**src/rtl/pipes.sv**
```systemverilog
// Shared pipeline definitions: memory-stage FSM states, access-size encodings and size helpers.
package pipes;

    typedef enum logic [2:0] {
        LSU_IDLE,
        LSU_REQ,
        LSU_WAIT,
        LSU_DONE,
        LSU_DRAIN
    } lsu_state_t;

    localparam logic [2:0] LSU_SZ1 = 3'd0;
    localparam logic [2:0] LSU_SZ2 = 3'd1;
    localparam logic [2:0] LSU_SZ4 = 3'd2;
    localparam logic [2:0] LSU_SZ8 = 3'd3;

    function automatic logic [2:0] lsu_clamp_size(input logic [2:0] sz, input logic [2:0] max_sz);
        return (sz > max_sz) ? max_sz : sz;
    endfunction

    function automatic logic [3:0] lsu_nbytes(input logic [2:0] sz);
        case (sz)
            LSU_SZ1: return 4'd1;
            LSU_SZ2: return 4'd2;
            LSU_SZ4: return 4'd4;
            LSU_SZ8: return 4'd8;
            default: return 4'd8;
        endcase
    endfunction

endpackage

```
**src/rtl/lsu_align.sv**
```systemverilog
// Byte-lane alignment: store strobe/data shift, load extract with sign/zero extension.
// Purely combinational, zero latency, no handshake.
module lsu_align
    import pipes::*;
#(
    parameter  int DATA_W = 64,
    localparam int BYTES  = DATA_W / 8,
    localparam int OFF_W  = $clog2(BYTES)
) (
    input  logic [OFF_W-1:0]  i_st_off,
    input  logic [2:0]        i_st_size,
    input  logic [DATA_W-1:0] i_wdata,
    output logic [BYTES-1:0]  o_strobe,
    output logic [DATA_W-1:0] o_wdata,
    input  logic [OFF_W-1:0]  i_ld_off,
    input  logic [2:0]        i_ld_size,
    input  logic              i_ld_zext,
    input  logic [DATA_W-1:0] i_rdata,
    output logic [DATA_W-1:0] o_ld_data
);

    logic [BYTES-1:0]  w_st_bmask;
    logic [DATA_W-1:0] w_ld_sh;
    logic [DATA_W-1:0] w_ld_mask;
    logic [DATA_W-1:0] w_ld_top;
    logic              w_ld_neg;

    // Shifts past the word end fall off, so misaligned lanes are silently dropped.
    assign w_st_bmask = ~({BYTES{1'b1}} << lsu_nbytes(i_st_size));
    assign o_strobe   = w_st_bmask << i_st_off;
    assign o_wdata    = i_wdata << {i_st_off, 3'b000};

    assign w_ld_sh   = i_rdata >> {i_ld_off, 3'b000};
    assign w_ld_mask = ~({DATA_W{1'b1}} << {lsu_nbytes(i_ld_size), 3'b000});
    // Isolate the MSB of the access to pick up its sign without a variable index.
    assign w_ld_top  = w_ld_mask & ~(w_ld_mask >> 1);
    assign w_ld_neg  = |(w_ld_sh & w_ld_top);
    assign o_ld_data = (i_ld_zext | ~w_ld_neg) ? (w_ld_sh & w_ld_mask) : (w_ld_sh | ~w_ld_mask);

endmodule

```
**src/rtl/lsu_stage.sv**
```systemverilog
// Memory-stage load/store unit: registered bus request 1 cycle after issue, done 1 cycle after data_ok;
// stalls the pipe until done, flush drains in-flight data. LSU_MISALIGN_EXC_EN traps misaligned accesses.
module lsu_stage
    import pipes::*;
#(
    parameter  int DATA_W = 64,
    parameter  int ADDR_W = 64,
    localparam int BYTES  = DATA_W / 8,
    localparam int OFF_W  = $clog2(BYTES)
) (
    input  logic              i_clk,
    input  logic              i_reset,
    input  logic              i_in_valid,
    input  logic              i_in_read,
    input  logic              i_in_write,
    input  logic [ADDR_W-1:0] i_in_addr,
    input  logic [DATA_W-1:0] i_in_wdata,
    input  logic [2:0]        i_in_size,
    input  logic              i_in_zext,
    input  logic              i_pipe_adv,
    input  logic              i_flush,
    output logic              o_req_valid,
    output logic [ADDR_W-1:0] o_req_addr,
    output logic [2:0]        o_req_size,
    output logic [BYTES-1:0]  o_req_strobe,
    output logic [DATA_W-1:0] o_req_data,
    input  logic              i_resp_addr_ok,
    input  logic              i_resp_data_ok,
    input  logic [DATA_W-1:0] i_resp_data,
    output logic              o_stall,
    output logic [DATA_W-1:0] o_ld_data,
    output logic              o_done,
    output logic              o_misalign
);

    localparam logic [2:0] MAX_SZ = 3'(OFF_W);

    lsu_state_t        r_state;
    logic              r_req_valid;
    logic [ADDR_W-1:0] r_addr;
    logic [2:0]        r_size;
    logic              r_zext;
    logic [BYTES-1:0]  r_strobe;
    logic [DATA_W-1:0] r_wdata;
    logic [DATA_W-1:0] r_ld_data;
    logic              r_done;

    logic              w_mem;
    logic              w_mis;
    logic              w_accept;
    logic [2:0]        w_size;
    logic [BYTES-1:0]  w_st_strobe;
    logic [DATA_W-1:0] w_st_data;
    logic [DATA_W-1:0] w_ld_data;

    assign w_mem  = i_in_valid & (i_in_read | i_in_write);
    assign w_size = lsu_clamp_size(i_in_size, MAX_SZ);

`ifdef LSU_MISALIGN_EXC_EN
    logic [OFF_W-1:0] w_amask;
    assign w_amask    = OFF_W'(lsu_nbytes(w_size) - 4'd1);
    assign w_mis      = |(i_in_addr[OFF_W-1:0] & w_amask);
    assign o_misalign = i_reset & w_mem & w_mis & ~i_flush & (r_state == LSU_IDLE);
`else
    assign w_mis      = 1'b0;
    assign o_misalign = 1'b0;
`endif

    assign w_accept = w_mem & ~i_flush & ~w_mis;
    assign o_stall  = i_reset & w_mem & ~i_flush & (r_state != LSU_DONE)
                    & ~((r_state == LSU_IDLE) & w_mis);

    lsu_align #(.DATA_W(DATA_W)) u_align (
        .i_st_off  (i_in_addr[OFF_W-1:0]),
        .i_st_size (w_size),
        .i_wdata   (i_in_wdata),
        .o_strobe  (w_st_strobe),
        .o_wdata   (w_st_data),
        .i_ld_off  (r_addr[OFF_W-1:0]),
        .i_ld_size (r_size),
        .i_ld_zext (r_zext),
        .i_rdata   (i_resp_data),
        .o_ld_data (w_ld_data)
    );

    always_ff @(posedge i_clk or negedge i_reset) begin
        if (!i_reset) begin
            r_state     <= LSU_IDLE;
            r_req_valid <= 1'b0;
            r_addr      <= '0;
            r_size      <= '0;
            r_zext      <= 1'b0;
            r_strobe    <= '0;
            r_wdata     <= '0;
            r_ld_data   <= '0;
            r_done      <= 1'b0;
        end else begin
            case (r_state)
                LSU_IDLE: if (w_accept) begin
                    r_state     <= LSU_REQ;
                    r_req_valid <= 1'b1;
                    r_addr      <= i_in_addr;
                    r_size      <= w_size;
                    r_zext      <= i_in_zext;
                    r_strobe    <= i_in_write ? w_st_strobe : '0;
                    r_wdata     <= i_in_write ? w_st_data : '0;
                end
                LSU_REQ: if (i_flush) begin
                    r_req_valid <= 1'b0;
                    // Once the address is accepted the bus owes a data beat that must be drained.
                    r_state     <= (i_resp_addr_ok & ~i_resp_data_ok) ? LSU_DRAIN : LSU_IDLE;
                end else if (i_resp_addr_ok) begin
                    r_req_valid <= 1'b0;
                    if (i_resp_data_ok) begin
                        r_state   <= LSU_DONE;
                        r_done    <= 1'b1;
                        r_ld_data <= w_ld_data;
                    end else begin
                        r_state <= LSU_WAIT;
                    end
                end
                LSU_WAIT: if (i_resp_data_ok) begin
                    if (i_flush) begin
                        r_state <= LSU_IDLE;
                    end else begin
                        r_state   <= LSU_DONE;
                        r_done    <= 1'b1;
                        r_ld_data <= w_ld_data;
                    end
                end else if (i_flush) begin
                    r_state <= LSU_DRAIN;
                end
                LSU_DRAIN: if (i_resp_data_ok) begin
                    r_state <= LSU_IDLE;
                end
                LSU_DONE: if (i_pipe_adv | i_flush) begin
                    r_state <= LSU_IDLE;
                    r_done  <= 1'b0;
                end
                default: begin
                    r_state     <= LSU_IDLE;
                    r_req_valid <= 1'b0;
                    r_done      <= 1'b0;
                end
            endcase
        end
    end

    assign o_req_valid  = r_req_valid;
    assign o_req_addr   = r_addr;
    assign o_req_size   = r_size;
    assign o_req_strobe = r_strobe;
    assign o_req_data   = r_wdata;
    assign o_ld_data    = r_ld_data;
    assign o_done       = r_done;

endmodule

```
**config.mk**
```make
export PLATFORM = sky130hd
export DESIGN_NAME = lsu_stage
export DESIGN_NICKNAME = d
export VERILOG_FILES = /design/src/rtl/pipes.sv /design/src/rtl/lsu_align.sv /design/src/rtl/lsu_stage.sv
export SDC_FILE = /design/constraint.sdc
export NUM_CORES = 1
export LEC_CHECK = 0
export CAP_MARGIN = 20
export CORE_AREA = 2 2 160 319
export CTS_CLUSTER_SIZE = 25
export DETAILED_ROUTE_END_ITERATION = 8
export DIE_AREA = 0 0 162 321
export PLACE_DENSITY = 0.55
export SETUP_SLACK_MARGIN = 0.15
export SLEW_MARGIN = 20
export SYNTH_ARGS = -nofsm -noshare
export SYNTH_HDL_FRONTEND = slang
export SYNTH_HIERARCHICAL = 1
export SYNTH_SLANG_ARGS = --single-unit
```
**constraint.sdc**
```tcl
create_clock -name i_clk -period 1.9 [get_ports i_clk]
set_input_delay 0.38 -clock i_clk [delete_from_list [all_inputs] [get_ports i_clk]]
set_output_delay 0.38 -clock i_clk [all_outputs]
set_load 0.1 [all_outputs]
```
# After elaboration in Yosys (flattened, before gate mapping)
# Cells that the tools add are included.
# classes
bitwise_logic,22
eq_ne,19
order_cmp,1
n_reduce_logical,12
n_mux,34
shift,5
# op_table
operator,count
$mux W64,7
$and A64 B64 Y64,3
$not A64 Y64,2
$pmux W64 S2,1
$not A63 Y64,1
$or A64 B64 Y64,1
$reduce_or A64 Y1,1
$shl A64 B6 Y64,1
$shl A64 B7 Y64 const A,1
$shr A64 B6 Y64,1
$mux W3,9
$pmux W4 S3,2
$ne A2 B2 Y1 const B,8
$pmux W3 S5,1
$eq A3 B2 Y1 const B,4
$mux W1,10
$eq A3 B1 Y1 const B,3
$logic_not A3 Y1,3
$mux W8,1
$not A8 Y8,1
$shl A8 B3 Y8,1
$shl A8 B4 Y8 const A,1
$reduce_and A7 Y1,1
$and A1 B1 Y1,6
16 further kinds,23
# totals
word_cells,102
register_bits,209
out_inout_bits,207
in_bits,205

# Logic depth before layout (Yosys ltp)
# depth
word_depth,15
mapped_depth,9
ltp_nobuf,7

# Hierarchy
# The synthesis kept the hierarchy.
# by_module_without_submodules
mod,area_per_inst_um2,n_inst,seq_area_each_um2,cells_each
lsu_stage,8882.3,1,5230.0,630
lsu_align,4347.9,1,0.0,640

# Worst setup path after synthesis
# No wires, ideal clock.
# synth_timing
path_type,reg2reg
start,reg r_addr[1] (netlist: o_req_addr[1])
end,reg r_ld_data[3] (netlist: o_ld_data[3])
arrival_time_ns,2.643
setup_ns,0.126
path_stages_with_launch,7
path_buffers,3
synth_period_minus_slack_ns,2.769
slack_ns,-0.869
cell_sequence,dfrtp_1 buf_2 buf_2 clkbuf_1 mux4_2 mux2_2 mux2_4
# synth_between
elab_chain_len,10
# synth_lines
element,line,rtl
start: declaration,lsu_stage.sv:40,logic [ADDR_W-1:0] r_addr;
start signal: assignment,lsu_stage.sv:102,r_addr <= i_in_addr;
$shr A64 B6 Y64 *,lsu_align.sv:33,"assign w_ld_sh = i_rdata >> {i_ld_off, 3'b000};"
$and A64 B64 Y64,lsu_align.sv:37,assign w_ld_neg = |(w_ld_sh & w_ld_top);
$reduce_or A64 Y1,lsu_align.sv:37,
$not A1 Y1,lsu_align.sv:38,assign o_ld_data = (i_ld_zext | ~w_ld_neg) ? (w_ld_sh & w_ld_mask) : (w_ld_sh | ~w_ld_mask);
$or A1 B1 Y1,lsu_align.sv:38,
$mux W64 *,lsu_align.sv:38,
named net w_ld_data[3],lsu_stage.sv:54,logic [DATA_W-1:0] w_ld_data;
$mux W64,lsu_stage.sv:114,if (i_resp_data_ok) begin
$mux W64,lsu_stage.sv:112,end else if (i_resp_addr_ok) begin
$mux W64,lsu_stage.sv:108,LSU_REQ: if (i_flush) begin
$pmux W64 S2 *,lsu_stage.sv:98,case (r_state)
end signal: assignment,lsu_stage.sv:117,r_ld_data <= w_ld_data;
end signal: assignment,lsu_stage.sv:128,r_ld_data <= w_ld_data;
end: declaration,lsu_stage.sv:45,logic [DATA_W-1:0] r_ld_data;
# Mark *: on every way through the listed nets, which the timed path passes. The rest lies on a longest branch. The select of a mux whose other input is x is not followed.
# A chain may end at the register's enable or synchronous reset.

# Worst setup path in the final report
# layout_timing
start,reg r_addr[0] (netlist: o_req_addr[0])
end,reg r_ld_data[23] (netlist: o_ld_data[23])
# Same word-level chain as after synthesis.

==> impl_metrics.json <==
{
  "drv_slew": 0,
  "relSlewSlack_pct": 33.5,
  "hold_viol_final": 27,
  "grt_max_degree": 125,
  "ys_seq_elements": 209,
  "reg2reg_slack_ns": -0.30,
  "io_buffers": 410,
  "cts_root_buffer": "clkbuf_16",
  "numCtsBuffers": 25,
  "pre_cts_ws_ns": -0.561,
  "synth_top_area_share_pct": 39.5,
  "worst_pin_slew_ns": 0.995,
  "drc": 0,
  "grt_pass1_vias": 12136,
  "die_width_um": 162,
  "yosys-top-cells-count": "dfrtp_1, mux2i_1, nand2_1, nor2_1, mux2_4",
  "path_clk_slew_ns": 0.06,
  "place_inst": 2408,
  "overflow": 0,
  "yosysSeqAreaShare_pct": 39.5,
  "crit_start": "o_req_addr[0]",
  "fmax_ghz": 0.455,
  "final.setup.worst_slack_ns": -0.296,
  "rows": 116,
  "core_um2": 49600,
  "cts_tree": "yes",
  "rsz0062_at_grt": "true",
  "failed_checks": "negative hold slack, negative setup slack",
  "synth_largest_area_cell": "dfrtp_1",
  "start_util_pct": 26.7,
  "die_height_um": 321,
  "fin_tns_setup_ns": -15.16,
  "syn_avg_cell_area_um2": 10.4,
  "r2r_start": "o_req_addr[0]",
  "hold_path_class": "in2async",
  "dp_hpwl_um": 38800,
  "worst_r2r_path_depth": 9,
  "cp-end-kind": "flop",
  "cp.arrival_ns": 2.62,
  "final.min_clock_period_ns": 2.20,
  "h-tree-depth": 1,
  "fin_skew_ns": 0.0156,
  "clock_latency_ns": 0.53,
  "reg2reg_to": "o_ld_data[23]",
  "post-route-period-util_pct": 116,
  "ant_nets": 0,
  "wirelength_um": 51000,
  "yosysWarningCount": 6,
  "p_per_area_nw_per_um2": 1660,
  "die_area_um2": 52000,
  "leakage_nw": 9.94,
  "cts_buffer_depth": 3,
  "utilization_pct": 43.9,
  "synth.distinct_cells": 59,
  "syn_inst": 1270,
  "cp.required_ns": 2.32,
  "power_mw": 36.2,
  "grt_util_all_layers_pct": 19.0,
  "cts.sinks": 209,
  "via_count": 11833,
  "crit_type": "reg2reg",
  "grt_first_pass_wirelength_um": 75900,
  "netlist_area_um2": 13200,
  "via_per_inst": 4.77,
  "whs_ns": -0.0567,
  "synth.most_common_cell": "dfrtp_1",
  "ios": 412,
  "status": "finished with violations",
  "drt_iter0_drc": 711,
  "start_kind": "flop",
  "avgRoutedWirePerCell_um": 20.6,
  "worstPathMaxFanout": 7,
  "synth_edf_count": 0,
  "cap_violations": 0,
  "syn2layout_area_growth_pct": 64.7,
  "ys.flop_type": "dfrtp_1",
  "dpl_cell_area_um2": 20400,
  "gp_congestion": 0.849,
  "setup_violations": 66,
  "fin_cells": 2479,
  "antenna_found_initial": 9,
  "synthArstFlopShare_pct": 100,
  "drive_gt1_share_pct": 38.7,
  "firstDrtPassIters": 7,
  "final_nets": 2016,
  "irDropWorstVdd_mv": 1.66,
  "crit_end": "o_ld_data[23]",
  "final_area_um2": 21800,
  "ys_top_cells_by_area": "dfrtp_1, mux2i_1, mux2_4, mux2_2, mux4_2"
}
-- worst max-delay path, cell delays in order (launching register included) --
cell and delay, ns:
dfrtp_4 0.50, buf_12 0.15, mux2_4 0.32, nor3b_4 0.23
nor4_4 0.08, o21ai_2 0.19, buf_6 0.15, buf_16 0.13
o21ai_2 0.06, mux2_4 0.26
-- state kept, by name, summed over array words and instances, names as in the netlist --
signal	count
o_done	1
o_ld_data	64
o_req_addr	64
o_req_data	64
o_req_size	3
o_req_strobe	8
o_req_valid	1
r_state	3
r_zext	1
-- metal layers --
| layer | wire length, um | track usage, % | up-vias |
|---|---|---|---|
| li1 | - | - | 5535 |
| met3 | 5060 | 6.14 | 67 |
| met5 | 66 | 0 | - |
| met4 | 1110 | 5.43 | 10 |
| met1 | 21200 | 24.2 | 5689 |
| met2 | 23500 | 30.7 | 532 |
-- final cells by class --
class                           count  area (um2)
Sequential cell                   209        5250
Clock buffer                       34         699
Inverter                           77         289
Antenna cell                        4        10.0
Tap cell                          649         812
Clock inverter                      8        96.3
Multi-Input combinational cell    887        7350
Fill cell                        4700       27800
Timing Repair Buffer              611        7290
-- cell usage in the layout (no fill, tap or decap), types with 11 or more instances in the layout --
cell type	n
mux2_4	92
nor2_1	96
nand2_1	102
a211oi_1	15
inv_1	76
dfrtp_1	202
o21ai_2	16
and2_1	25
clkbuf_16	25
mux4_2	21
a31oi_1	24
nor2b_1	19
mux2i_2	12
mux2i_1	140
o21ai_0	48
buf_4	224
a21oi_1	82
buf_12	166
mux2_2	72
buf_6	11
clkdlybuf4s50_1	198
-- logic make-up after synthesis --
logic type             count (synthesis)  share of synthesized area (%)
multiplexers                         340                           31.8
AND/OR/NAND/NOR                      295                           10.5
AO/OA/AOI/OAI                        244                           11.0
flip-flops                           209                           39.5
buffers and inverters                181                           7.17
other                                  1                         0.0283
-- how the worst min path moves through the flow --
stage / from / slack (ns) / cells past startpoint / to
after floorplan: i_reset / 0.08 / 0 / o_done
after global placement: i_reset / 0.20 / 1 / o_ld_data[40]
after detailed placement: i_reset / 0.20 / 1 / o_ld_data[40]
after CTS: i_reset / 0.01 / 2 / o_ld_data[0]
after global routing: i_reset / 0.02 / 2 / o_ld_data[0]
final: i_reset / -0.06 / 2 / o_ld_data[0]
-- power breakdown --
part	internal [mW]	switching, mW	total (mW)
registers	5.89	1.61	7.50
clock network	2.83	2.00	4.83
logic	8.83	15.0	23.9
total	17.5	18.7	36.2
-- what timing repair did --
item / in CTS / in global routing
cloned: 3 / 0
pin swaps: 5 / 3
buffers inserted: 18 / 3
hold buffers: 1 / 0
gates resized for setup: 42 / 27
endpoints found under the setup margin: 68 / 68
hold endpoints to repair: 80 / 0
Note: power is estimated with default switching activity, not from simulation.
